File: src/rtl/sim_run_ctrl.sv
// sim_run_ctrl: run/step/halt sequencer, trap grading, watchdog, counters and commit record for the NPC core
module sim_run_ctrl #(
    parameter int XLEN    = 64,
    parameter int TIMEOUT = 1024,
    parameter int STEP_W  = 32
) (
    input  logic              clk,
    input  logic              rst,
    input  logic              cmd_valid,
    output logic              cmd_ready,
    input  logic [1:0]        cmd_op,
    input  logic [STEP_W-1:0] cmd_arg,
    output logic              core_en,
    input  logic              commit_valid,
    input  logic [XLEN-1:0]   commit_pc,
    input  logic [31:0]       commit_inst,
    input  logic              is_break,
    input  logic [XLEN-1:0]   a0,
    output logic              dbg_valid,
    output logic [XLEN-1:0]   dbg_pc,
    output logic [31:0]       dbg_inst,
    output logic              halted,
    output logic [1:0]        halt_reason,
    output logic [XLEN-1:0]   halt_code,
    output logic [XLEN-1:0]   cycle_cnt,
    output logic [XLEN-1:0]   instret
);
    typedef enum logic [1:0] {IDLE, RUN, STEP, HALT} state_t;

    localparam logic [1:0] OP_RUN  = 2'b01;
    localparam logic [1:0] OP_STEP = 2'b10;
    localparam logic [1:0] OP_HALT = 2'b11;
    localparam logic [1:0] R_USER  = 2'b00;
    localparam logic [1:0] R_GOOD  = 2'b01;
    localparam logic [1:0] R_BAD   = 2'b10;
    localparam logic [1:0] R_TIME  = 2'b11;
    localparam logic [31:0] WD_LAST = 32'(TIMEOUT - 1);

    state_t            state, state_nx;
    logic [1:0]        reason_nx;
    logic [XLEN-1:0]   code_nx;
    logic [STEP_W-1:0] rem, rem_nx;
    logic [31:0]       wd_cnt;
    logic              cmd_acc, acc, brk, wd_hit;

    assign core_en   = (state == RUN) || (state == STEP);
    assign cmd_ready = (state != HALT);
    assign halted    = (state == HALT);
    assign cmd_acc   = cmd_valid & cmd_ready;
    assign acc       = commit_valid & core_en;
    assign brk       = acc & is_break;
    assign wd_hit    = (TIMEOUT != 0) && core_en && !acc && (wd_cnt == WD_LAST);

    // next state: host commands from IDLE; trap > watchdog > user halt > step completion while running
    always_comb begin
        state_nx  = state;
        reason_nx = halt_reason;
        code_nx   = halt_code;
        rem_nx    = rem;
        if (state == IDLE && cmd_acc) begin
            if (cmd_op == OP_RUN) state_nx = RUN;
            else if (cmd_op == OP_STEP && cmd_arg != '0) begin
                state_nx = STEP;
                rem_nx   = cmd_arg;
            end else if (cmd_op == OP_HALT) begin
                state_nx  = HALT;
                reason_nx = R_USER;
            end
        end else if (core_en) begin
            if (brk) begin
                state_nx  = HALT;
                reason_nx = (a0 == '0) ? R_GOOD : R_BAD;
                code_nx   = a0;
            end else if (wd_hit) begin
                state_nx  = HALT;
                reason_nx = R_TIME;
            end else if (cmd_acc && cmd_op == OP_HALT) begin
                state_nx  = HALT;
                reason_nx = R_USER;
            end else if (state == STEP && acc) begin
                rem_nx   = rem - 1'b1;
                state_nx = (rem == 1) ? IDLE : STEP;
            end
        end
    end

    // state, halt info, watchdog, counters and the registered commit record
    always_ff @(posedge clk) begin
        if (rst) begin
            state       <= IDLE;
            halt_reason <= '0;
            halt_code   <= '0;
            rem         <= '0;
            wd_cnt      <= '0;
            cycle_cnt   <= '0;
            instret     <= '0;
            dbg_valid   <= 1'b0;
            dbg_pc      <= '0;
            dbg_inst    <= '0;
        end else begin
            state       <= state_nx;
            halt_reason <= reason_nx;
            halt_code   <= code_nx;
            rem         <= rem_nx;
            wd_cnt      <= (state_nx != state || acc) ? '0 : wd_cnt + 32'(core_en);
            cycle_cnt   <= cycle_cnt + XLEN'(core_en);
            instret     <= instret + XLEN'(acc);
            dbg_valid   <= acc;
            if (acc) begin
                dbg_pc   <= commit_pc;
                dbg_inst <= commit_inst;
            end
        end
    end
endmodule

File: config.mk
export PLATFORM = sky130hd
export DESIGN_NAME = sim_run_ctrl
export DESIGN_NICKNAME = d
export VERILOG_FILES = /design/src/rtl/sim_run_ctrl.sv
export SDC_FILE = /design/constraint.sdc
export NUM_CORES = 1
export LEC_CHECK = 0
export ABC_CLOCK_PERIOD_IN_PS = 9350
export CAP_MARGIN = 10
export CORE_AREA = 2 2 189 191
export DETAILED_ROUTE_END_ITERATION = 6
export DIE_AREA = 0 0 191 193
export HOLD_SLACK_MARGIN = 0.1
export MAX_ROUTING_LAYER = met4
export PLACE_DENSITY = 0.77
export SETUP_SLACK_MARGIN = 0.2
export SKIP_LAST_GASP = 1
export SLEW_MARGIN = 30
export SYNTH_ARGS = -nofsm -noshare
export SYNTH_HDL_FRONTEND = slang
export SYNTH_SLANG_ARGS = --single-unit
File: constraint.sdc
create_clock -name clk -period 9.35 [get_ports clk]
set_input_delay 1.87 -clock clk [delete_from_list [all_inputs] [get_ports clk]]
set_output_delay 1.87 -clock clk [all_outputs]
set_load 0.05 [all_outputs]
## After elaboration in Yosys (flattened, before gate mapping)

Cells that the tools add are included.

| operators by class | value |
|---|---|
| bitwise logic cells | 4 |
| multipliers | 0 |
| add/subtract/negate cells | 4 |
| order comparisons | 0 |
| shifts and indexed selects | 0 |
| muxes and demuxes | 27 |
| reduce and logical (&&, ||, !) cells | 19 |
| eq/ne operators | 17 |
| div/mod/pow operators | 0 |

Operators with widths:

| kind | number |
|---|---|
| $mux 32 | 8 |
| $add 64x1->64 | 2 |
| $logic_not 64->1 | 1 |
| $mux 2 | 19 |
| $add 32x1->32 | 1 |
| $eq 32x1->1 const B | 1 |
| $eq 32x10->1 const B | 1 |
| $reduce_bool 32->1 | 1 |
| $sub 32x1->32 const B | 1 |
| $eq 2x2->1 const B | 4 |
| $ne 2x1->1 const B | 4 |
| $ne 2x2->1 const B | 4 |
| $reduce_and 7->1 | 1 |
| $logic_and 1x1->1 | 6 |
| $reduce_and 5->1 | 1 |
| $eq 2x1->1 const B | 2 |
| $reduce_bool 2->1 | 2 |
| $reduce_bool 4->1 | 1 |
| $and 1x1->1 | 3 |
| $reduce_and 3->1 | 1 |
| $logic_not 2->1 | 1 |
| $logic_or 1x1->1 | 2 |
| $ne 2x2->1 | 1 |
| $reduce_or 2->1 | 1 |
| 2 further kinds | 2 |

| storage, ports and cells | value |
|---|---|
| memories | 0 |
| memory bits (writable) | 0 |
| output and inout bits | 294 |
| logic and storage cells | 81 |
| bits in read-only memories | 0 |
| register bits after elaboration | 357 |
| latch bits | 0 |

## Longest topological paths before layout

Gate-level depths: netlist of the first run.

| logic depth | value |
|---|---|
| depth in word-level cells | 13 |
| gate-level depth with buffers | 16 |
| gate-level depth less buffers | 12 |

## Worst setup path before layout of the first run

No wires, ideal clock.

| path | value |
|---|---|
| path kind | input to register |
| start | in commit_valid |
| end | reg instret[42] |
| slack | 4.528 ns |
| arrival | 4.694 ns |
| cell stages on the path | 14 |
| buffers on the path | 4 |
| required time | 9.222 ns |
| cell sequence | nand2_1 > inv_1 > clkbuf_1 > clkbuf_1 > ha_1 > ha_1 > and4_1 > nand2_1 > or4_1 > clkbuf_1 > clkbuf_1 > nor3_1 > xnor2_1 > nor2_1 |

| between the ends | value |
|---|---|
| cells in the longest elaborated chain, start to end | 2 |

RTL lines:

| item | RTL line | RTL |
|---|---|---|
| from (decl) | 14 | `input logic commit_valid,` |
| $and 1x1->1 | 50 | `assign acc = commit_valid & core_en;` |
| net acc | 44 | `logic cmd_acc, acc, brk, wd_hit;` |
| $add 64x1->64 | 107 | `instret <= instret + XLEN'(acc);` |
| to (signal assigned) | 107 |  |
| to (decl) | 26 | `output logic [XLEN-1:0] instret` |

The timed path passes the listed nets, and every way through them passes these cells.
A chain may end at the register's enable or synchronous reset.

## Worst setup path after layout of the first run

| path | value |
|---|---|
| start | in commit_valid |
| end | reg rem[3] |

| between the ends | value |
|---|---|
| cells in the longest elaborated chain, start to end | 6 |
| elaborated cells on any way between the ends | 10 |
| those cells by class | eq/ne (2); bitwise (2); reduce/logical (6) |

RTL lines:

| item | RTL line | RTL |
|---|---|---|
| $and 1x1->1 * | 50 |  |
| $logic_not 1->1 | 52 | `assign wd_hit = (TIMEOUT != 0) && core_en && !acc && (wd_cnt == WD_LAST);` |
| $logic_and 1x1->1 (2 in a row) | 52 |  |
| $ne 2x1->1 (no line) | n/a |  |
| $reduce_and 7->1 (no line) * | n/a |  |
| to (signal assigned) | 104 | `rem <= rem_nx;` |
| to (decl) | 42 | `logic [STEP_W-1:0] rem, rem_nx;` |

Every way passes the cells marked *; elsewhere a longest branch is shown, timed or not.

==> results of run 1 <==
-- through the flow --
| step | hold WS, ns | std cells | total power [W] | util |
|---|---|---|---|---|
| 2_1_floorplan | 0.453 | 1892 | 0.00281 | - |
| 3_3_place_gp | 0.441 | 2746 | 0.00328 | 0.588 |
| 3_5_place_dp | 0.446 | 2747 | 0.00332 | 0.589 |
| 4_1_cts | 0.453 | 2814 | 0.00484 | 0.624 |
| 5_1_grt | 0.464 | 2818 | 0.00502 | 0.625 |
| 6_report | 0.453 | 2819 | 0.00481 | 0.625 |
-- routing by layer --
layer | GRT usage | up-vias | share of wire
met5 | - | - | 0
met3 | 0.0787 | 117 | 0.090
met1 | 0.323 | 7252 | 0.39
met2 | 0.465 | 620 | 0.48
li1 | - | 7377 | -
met4 | 0.101 | 0 | 0.038
-- report_power, final --
part,total (W),leakage (nW),internal (W),switching [W]
clock network,0.00151,0.610,0.000891,0.000619
registers,0.00173,2.89,0.00165,0.0000838
logic,0.00157,3.78,0.000506,0.00107
total,0.00481,7.28,0.00305,0.00177
-- registers in the layout (all words and copies together), names as in the netlist --
signal,cells
rem,32
dbg_inst,32
dbg_valid,1
wd_cnt,32
dbg_pc,64
halt_code,64
halt_reason,2
cycle_cnt,64
instret,64
state,2
-- worst max-delay path by stage --
stage | startpoint | end | slack [ns] | depth (start not counted)
after floorplan | commit_valid | instret[42] | 4.53 | 14
after global placement | commit_valid | wd_cnt[0] | 3.71 | 10
after detailed placement | commit_valid | rem[3] | 3.61 | 9
after CTS | commit_valid | rem[3] | 4.14 | 9
after global routing | commit_valid | rem[3] | 3.80 | 9
final | commit_valid | rem[3] | 4.10 | 9
-- critical path, stage by stage --
cell             delay [ns]
clkdlybuf4s50_1        0.55
nand2_4                0.14
inv_2                  0.39
buf_4                  0.72
nand2_1                0.16
nor4_1                 0.58
a31o_2                 0.71
o21ai_0                0.21
a221oi_1               0.32
-- cells in the mapped netlist, drive strengths merged, types with 8 or more instances --
cell    instances  area share
nor4b          10      0.0073
nor2          171       0.042
xor2           82       0.047
nor3           48       0.016
nor2b           8      0.0033
dfxtp         357        0.47
o21ai          36       0.012
nor4           75       0.041
or4             8      0.0046
or3            11      0.0045
a21oi         206       0.067
and3           28       0.011
nand4          53       0.022
nand2         417        0.10
buf            11      0.0049
nand3          67       0.022
clkbuf        102       0.025
ha             11      0.0090
and4           16      0.0091
a211oi         11      0.0057
xnor2          64       0.037
inv            28      0.0068
-- layout make-up --
cell class / instances / area [um^2]
fillers: 3042 / 13100
multi-input cells: 1394 / 7710
flip-flops and latches: 357 / 7150
repair buffers: 507 / 5070
clock buffers: 60 / 1180
well taps: 461 / 577
inverters: 28 / 105
clock inverters: 7 / 62.6
diodes: 5 / 12.5
-- cell usage in the layout, fill, tap and decap left out, drive strengths merged, types with 48 or more instances in the layout --
master         netlist  routed
nor3                48      48
nand3               67      67
dfxtp              357     357
clkdlybuf4s50        0     491
xor2                82      82
xnor2               64      64
clkbuf             102      60
a21oi              206     206
nand2              417     417
nor2               171     171
nor4                75      75
nand4               53      53
-- logic make-up (layout without fill, tap and decap cells) --
| family | Yosys count | count (layout) | share of synthesized area |
|---|---|---|---|
| other | 0 | 5 | 0 |
| XOR/XNOR | 146 | 146 | 0.0833 |
| adder cells (fa/ha/maj) | 11 | 11 | 0.00897 |
| multiplexers | 1 | 1 | 0.000652 |
| AND/OR/NAND/NOR | 941 | 941 | 0.299 |
| AO/OA/AOI/OAI | 295 | 295 | 0.106 |
| buffers and inverters | 141 | 602 | 0.0367 |
| flip-flops | 357 | 357 | 0.466 |
==> results.json, run 1 <==
{
  "outcome": "completed",
  "drc_errors": 0,
  "synth_ff_type": "dfxtp_1",
  "yosysWarnings": 0,
  "numCtsBuffers": 39,
  "cts.sinks": 357,
  "end_kind": "register",
  "hold_depth": 2,
  "track_usage": 0.280,
  "hpwl_um": 38000,
  "grt_pass1_vias": 14700,
  "rsz0062_at_grt": "no",
  "avgSynthCellArea_um2": 8.11,
  "placed_area_um2": 20600,
  "via_per_inst": 5.45,
  "syn_area_um2": 15300,
  "gp_routability_congestion": 0.903,
  "num_rows": 69,
  "syn_inst": 1892,
  "hp-class": "register to register",
  "wl_per_cell_um": 18.8,
  "io_pins": 493,
  "slew_headroom": 0.326,
  "postCtsSetupRepairBufs": 0,
  "setup_viol_count_final": 0,
  "powerDensity_nw_per_um2": 220,
  "tns_ns": 0,
  "p_leak_nw": 7.28,
  "drive_gt1_frac": 0.0518,
  "worstReg2RegStart": "state[1]",
  "critPathRequiredTime_ns": 9.78,
  "min_from": "halt_code[14]",
  "clk_latency_ns": 0.53,
  "ys_ff_latch": 357,
  "yosysSeqAreaShare": 0.466,
  "tightest_slew_ns": 1.01,
  "die-width_um": 191,
  "worst_slack_ns": 4.10,
  "portBuffers": 492,
  "ctsHoldBuffers": 0,
  "vdd_drop_max_v": 0.000143,
  "pre_cts_ws_ns": 3.61,
  "maxSlewViolCount": 0,
  "cp_max_fo": 82,
  "vias": 15400,
  "start_util": 0.439,
  "start_kind": "input port",
  "cts_buffer_depth": 3,
  "grt_pass1_wl_um": 79800,
  "async_flop_share": 0,
  "clock_skew_ns": 0.0125,
  "synth_cell_types": 56,
  "min_period_ns": 5.25,
  "drtAntennaViolNets": 0,
  "cts_resized": 0,
  "grt-ovfl-total": 0,
  "cts_max_level": 2,
  "first_pass_iters": 5,
  "drv_cap": 0,
  "reg2reg_slack_ns": 4.70,
  "die_h_um": 193,
  "dieArea_um2": 36900,
  "drt-total-wl_um": 53100,
  "area_growth_pct": 42.5,
  "cts.clk_slew.worst_paths_ns": 0.06,
  "cts_tree": "yes",
  "cts-root-buf": "clkbuf_16",
  "rr_endpoint": "rem[3]",
  "worstPathArrival_ns": 5.68,
  "synth_edf_count": 0,
  "whs_endpoint": "halt_code[14]",
  "critical_path_class": "input port to register",
  "coreArea_um2": 35000,
  "drt_iter0_drc": 1064,
  "fin_crit_sh": 0.562,
  "synth_fp_nets": 2102,
  "hold_viol": 0,
  "nets": 2537,
  "design_area_um2": 21900,
  "antenna_found_initial": 4,
  "grt_max_degree": 141,
  "fmax_ghz": 0.190,
  "r2r_cells": 10
}
No activity file was read; power rests on OpenSTA's default activity.
==> run 2, diff against run 1 <==
--- a/config.mk
+++ b/config.mk
@@ -5,11 +5,10 @@
 export SDC_FILE = /design/constraint.sdc
 export NUM_CORES = 1
 export LEC_CHECK = 0
-export ABC_CLOCK_PERIOD_IN_PS = 9350
+export ABC_CLOCK_PERIOD_IN_PS = 4600
 export CAP_MARGIN = 10
-export CORE_AREA = 2 2 189 191
+export CORE_UTILIZATION = 42
 export DETAILED_ROUTE_END_ITERATION = 6
-export DIE_AREA = 0 0 191 193
 export HOLD_SLACK_MARGIN = 0.1
 export MAX_ROUTING_LAYER = met4
 export PLACE_DENSITY = 0.77
==> constraint.sdc (replaced) <==
create_clock -name clk -period 4.6 [get_ports clk]
set_input_delay 0.92 -clock clk [delete_from_list [all_inputs] [get_ports clk]]
set_output_delay 0.92 -clock clk [all_outputs]
set_load 0.05 [all_outputs]
==> run 2 against run 1 <==
  * The flow now finishes with violations (design-rule violations)
  * Combinational power increased by 110%
  * Non-clock buffer count rose by 11
  * Via count is 0.68% lower
  * Cell area increased by 1.3%
  * Global-route usage down 0.17 points
  * Setup slack worse by 3.4 ns
  * Utilization down 0.55 points
  * Clock skew increased by 0.012 ns
  * Critical path depth grew 1
  * Sequential power is 100% higher
  * Sequential share of layout area is 0.43 points lower
  * Largest power group unchanged
==> results.json, run 2 (synthesis gave the netlist of run 1 again) <==
{
  "outcome": "complete, but fails checks",
  "violations": "design-rule violations",
  "drv_cap": 0,
  "vias": 15300,
  "dp_cells": 2756,
  "numCtsBuffers": 41,
  "power.share.sequential": 0.346,
  "clock_skew_ns": 0.0245,
  "min_period_ns": 3.93,
  "worstReg2RegStart": "state[1]",
  "nets": 2550,
  "cp_top_family": "simple AND/OR/NAND/NOR gates",
  "maxSlewViolCount": 0,
  "start_kind": "register",
  "power_frac_clock": 0.334,
  "clk_latency_ns": 0.55,
  "hold_viol": 0,
  "postCtsSetupRepairBufs": 0,
  "vdd_drop_max_v": 0.000288,
  "final_cell_mix": "clkdlybuf4s50_1 (491), nand2_1 (416), dfxtp_1 (357)",
  "grt-ovfl-total": 0,
  "cp_cell_sequence": "inv_1 -> ha_1 -> ha_1 -> ha_1 -> nand2_1 -> or4_1 -> nor4_1 -> nand4_1 -> xor2_1 -> nor2_1",
  "fillers": 2995,
  "grt_pass1_vias": 14300,
  "cts_max_level": 2,
  "die_h_um": 193,
  "cts_buffer_depth": 3,
  "regArea_um2": 7150,
  "final_common_cell": "clkdlybuf4s50_1",
  "dieArea_um2": 37300,
  "drc_errors": 36,
  "max_stage_delay_ns": 0.78,
  "multiInputGateArea_um2": 7700,
  "cp_slowest_cell": "nor4_1",
  "start_util": 0.429,
  "cp_max_fo": 10,
  "fmax_ghz": 0.255,
  "grt_max_degree": 177,
  "cts_tree": "yes",
  "rsz0062_at_grt": "no",
  "rr_endpoint": "cycle_cnt[36]",
  "drive_gt1_frac": 0.0620,
  "via_per_inst": 5.39,
  "coreArea_um2": 35700,
  "worst_slack_ns": 0.672,
  "switching_share": 0.361,
  "p_int_w": 0.00650,
  "critical_path_class": "register to register",
  "fin_cells": 2833,
  "fin_crit_sh": 0.854,
  "drt-total-wl_um": 53000,
  "pre_cts_ws_ns": 0.467,
  "whs_endpoint": "halt_code[37]",
  "setup_viol_count_final": 0,
  "area_growth_pct": 44.4,
  "cts.clk_slew.worst_paths_ns": 0.06,
  "num_rows": 69,
  "slew_headroom": 0.384,
  "hold_depth": 2,
  "die-width_um": 193,
  "tightest_slew_ns": 0.924,
  "final_util": 0.620,
  "cts_resized": 0,
  "antenna_found_initial": 2,
  "min_from": "halt_code[37]",
  "hp-class": "register to register",
  "tns_ns": 0,
  "grt_pass1_wl_um": 79000,
  "drtAntennaViolNets": 0,
  "power_frac_comb": 0.320,
  "cts-root-buf": "clkbuf_16",
  "critPathRequiredTime_ns": 5.01,
  "cts.sinks": 357,
  "hpwl_um": 38000,
  "ctsHoldBuffers": 0,
  "wl_per_cell_um": 18.7,
  "io_pins": 493,
  "path_buf_inv": 1,
  "p_leak_nw": 7.44,
  "total_power_w": 0.0102,
  "portBuffers": 492,
  "track_usage": 0.278,
  "powerDensity_nw_per_um2": 459,
  "worstPathArrival_ns": 4.34,
  "reg2reg_slack_ns": 0.67,
  "drt_iter0_drc": 1098,
  "gp_routability_congestion": 0.934,
  "r2r_cells": 10,
  "end_kind": "register",
  "p_sw_w": 0.00367,
  "crit_top_cell": "ha_1",
  "first_pass_iters": 7
}
==> run 2: cell types whose count changed in the layout (fill, tap and decap cells not counted), moves of 2 or more <==
cell        previous run  this run
clkbuf_1              11         2
inv_6                  0         2
buf_6                  1         3
bufinv_16              1         5
nor4_1                46        48
clkinvlp_4             1         3
diode_2                5         2
buf_12                 0         3
clkinv_2               5        11
buf_4                 13        18
==> run 2: metal layers <==
metal  routed length, um  share of wire  track usage
met1               21100           0.40        0.325
met2               25700           0.49        0.464
met3                4800          0.091       0.0717
met4                1400          0.026       0.0907
met5                   0              0            -
==> run 2: worst max path at each step <==
stage / from / end / slack (ns) / cells after the start
6_report: state[1] / cycle_cnt[36] / 0.67 / 10
3_3_place_gp: commit_valid / instret[50] / 0.55 / 11
3_5_place_dp: commit_valid / instret[50] / 0.47 / 11
2_1_floorplan: state[1] / instret[42] / 0.34 / 16
5_1_grt: state[1] / cycle_cnt[36] / 0.52 / 10
4_1_cts: state[1] / cycle_cnt[36] / 0.72 / 10
==> run 2: worst reg2reg max path: cells and delay by family, from the launching register on <==
kind	cells	cell delay, ns
xor gates and xnor gates	1	0.18
adders and majority gates	3	1.14
buffers and inverters	1	0.14
DFF	1	0.47
and+or+nand+nor	5	1.84
==> run 2: power by group through the flow <==
stage	registers, W	logic (W)	clock network [W]
global placement	0.00357	0.00313	0
global route	0.00355	0.00347	0.00359
floorplan	0.00427	0.00145	0
finish	0.00352	0.00326	0.00340
detailed placement	0.00358	0.00319	0
CTS	0.00352	0.00321	0.00346
==> run 2: per-stage QoR <==
step | cell area [um^2] | hold slack, ns
6_report | 22200 | 0.451
5_1_grt | 22200 | 0.465
4_1_cts | 22100 | 0.454
3_5_place_dp | 20700 | 0.445
3_3_place_gp | 20700 | 0.441
2_1_floorplan | 15300 | 0.453
==> run 2: layout make-up <==
type / instances / area share
clock buffers: 52 / 0.0522
flip-flops and latches: 357 / 0.323
multi-input cells: 1394 / 0.347
inverters: 28 / 0.00480
repair buffers: 518 / 0.235
clock inverters: 21 / 0.0112
well taps: 461 / 0.0260
diodes: 2 / 0.000226
==> run 3, diff against run 2 <==
--- a/config.mk
+++ b/config.mk
@@ -7,6 +7,7 @@
 export LEC_CHECK = 0
 export ABC_CLOCK_PERIOD_IN_PS = 4600
 export CAP_MARGIN = 10
+export CORE_ASPECT_RATIO = 1.1
 export CORE_UTILIZATION = 42
 export DETAILED_ROUTE_END_ITERATION = 6
 export HOLD_SLACK_MARGIN = 0.1
==> run 3 against run 2 <==
  * The flow now finishes without violations
  * Via count up 1.7%
  * Sequential power about the same
  * Setup slack worse by 0.019 ns
  * Power down 3.4%
  * Critical path depth unchanged
  * Clock-buffer cell count up 6
  * Largest cell class unchanged
==> results.json, run 3 (synthesis gave the netlist of run 1 again) <==
{
  "die-width_um": 184,
  "cts.clk_slew.worst_paths_ns": 0.06,
  "final_common_cell": "clkdlybuf4s50_1",
  "path_buf_inv": 1,
  "nets": 2546,
  "rsz0062_at_grt": "no",
  "vdd_drop_max_v": 0.000259,
  "hold_viol": 0,
  "track_usage": 0.286,
  "grt_max_degree": 186,
  "portBuffers": 492,
  "drive_gt1_frac": 0.0576,
  "cp_max_fo": 10,
  "grt_pass1_vias": 14700,
  "fmax_ghz": 0.253,
  "first_pass_iters": 7,
  "via_per_inst": 5.44,
  "crit_top_cell": "ha_1",
  "critical_path_class": "register to register",
  "pre_cts_ws_ns": 0.533,
  "cp_slowest_cell": "nor4_1",
  "postCtsSetupRepairBufs": 0,
  "drt_iter0_drc": 1265,
  "startpoint": "state[1]",
  "setup_viol_count_final": 0,
  "r2r_cells": 10,
  "wl_per_cell_um": 18.9,
  "outcome": "completed",
  "slew_headroom": 0.319,
  "ctsHoldBuffers": 0,
  "numCtsBuffers": 39,
  "grt-ovfl-total": 0,
  "cp_top_family": "simple AND/OR/NAND/NOR gates",
  "powerDensity_nw_per_um2": 447,
  "critPathRequiredTime_ns": 5.00,
  "drv_cap": 0,
  "tightest_slew_ns": 1.02,
  "start_kind": "register",
  "hpwl_um": 38500,
  "fillers": 3085,
  "worstPathArrival_ns": 4.34,
  "vias": 15500,
  "p_leak_nw": 7.35,
  "worst_slack_ns": 0.653,
  "end_kind": "register",
  "worstReg2RegStart": "state[1]",
  "dieArea_um2": 37300,
  "maxSlewViolCount": 0,
  "tns_ns": 0,
  "cp_num_cells": 10,
  "endpoint": "cycle_cnt[40]",
  "io_pins": 493,
  "cts_max_level": 2,
  "num_rows": 73,
  "cts-root-buf": "clkbuf_16",
  "area_growth_pct": 43.3,
  "clk_latency_ns": 0.55,
  "start_util": 0.425,
  "clock_skew_ns": 0.0184,
  "coreArea_um2": 36100,
  "grt_pass1_wl_um": 81300,
  "rr_endpoint": "cycle_cnt[40]",
  "cts_resized": 0,
  "min_from": "dbg_inst[30]",
  "cts_tree": "yes",
  "total_power_w": 0.00982,
  "max_stage_delay_ns": 0.80,
  "drt-total-wl_um": 53900,
  "antenna_found_initial": 3,
  "cts.sinks": 357,
  "fin_crit_sh": 0.858,
  "gp_routability_congestion": 0.965,
  "drtAntennaViolNets": 0,
  "die_h_um": 202,
  "hp-class": "register to register",
  "final_util": 0.609,
  "min_period_ns": 3.95,
  "drc_errors": 0,
  "reg2reg_slack_ns": 0.65,
  "cts_buffer_depth": 3,
  "final_cell_mix": "clkdlybuf4s50_1 (491), nand2_1 (416), dfxtp_1 (357)",
  "cp_cell_sequence": "inv_1 -> ha_1 -> ha_1 -> ha_1 -> nand2_1 -> or4_1 -> nor4_1 -> nand4_1 -> xor2_1 -> nor2_1"
}
[run 3: area by class of cell]
class                      count  area [um^2]  share of cell area
sequential                   357         7150               0.325
clock buffer                  58         1190              0.0541
tap                          487          609              0.0277
clock inverter                10         71.3             0.00324
timing repair buffer         516         5160               0.235
antenna                        3         7.51            0.000341
inverter                      28          105             0.00478
multi-input combinational   1394         7700               0.350
[run 3: how the worst min path moves through the flow]
stage                         to  slack, ns  cells after the start
floorplan                rem[31]       0.45                      2
global placement      dbg_pc[20]       0.44                      2
detailed placement     dbg_pc[0]       0.45                      2
CTS                    dbg_pc[0]       0.46                      2
global route        dbg_inst[30]       0.47                      2
finish              dbg_inst[30]       0.45                      2
[run 3: worst register-to-register path, stage by stage (launching register included)]
cell and delay, ns:
dfxtp_1 0.47, inv_1 0.14, ha_1 0.59, ha_1 0.30, ha_1 0.23, nand2_1 0.12, or4_1 0.72, nor4_1 0.81
nand4_1 0.20, xor2_1 0.17, nor2_1 0.06
[run 3: metrics by stage]
stage | cells | hold slack (ns) | instance area (um^2)
finish | 2853 | 0.452 | 22000
global route | 2853 | 0.469 | 22000
CTS | 2849 | 0.455 | 21900
detailed placement | 2781 | 0.446 | 20700
global placement | 2780 | 0.441 | 20700
floorplan | 1892 | 0.453 | 15300
[run 3: per-layer routing]
metal	track usage	share of wire
met4	0.100	0.035
met5	-	0
met3	0.0913	0.10
met2	0.472	0.48
met1	0.324	0.39
[run 3: power breakdown]
part	switching (W)	internal (W)
logic	0.00218	0.00104
registers	0.000170	0.00335
clock network	0.00129	0.00179
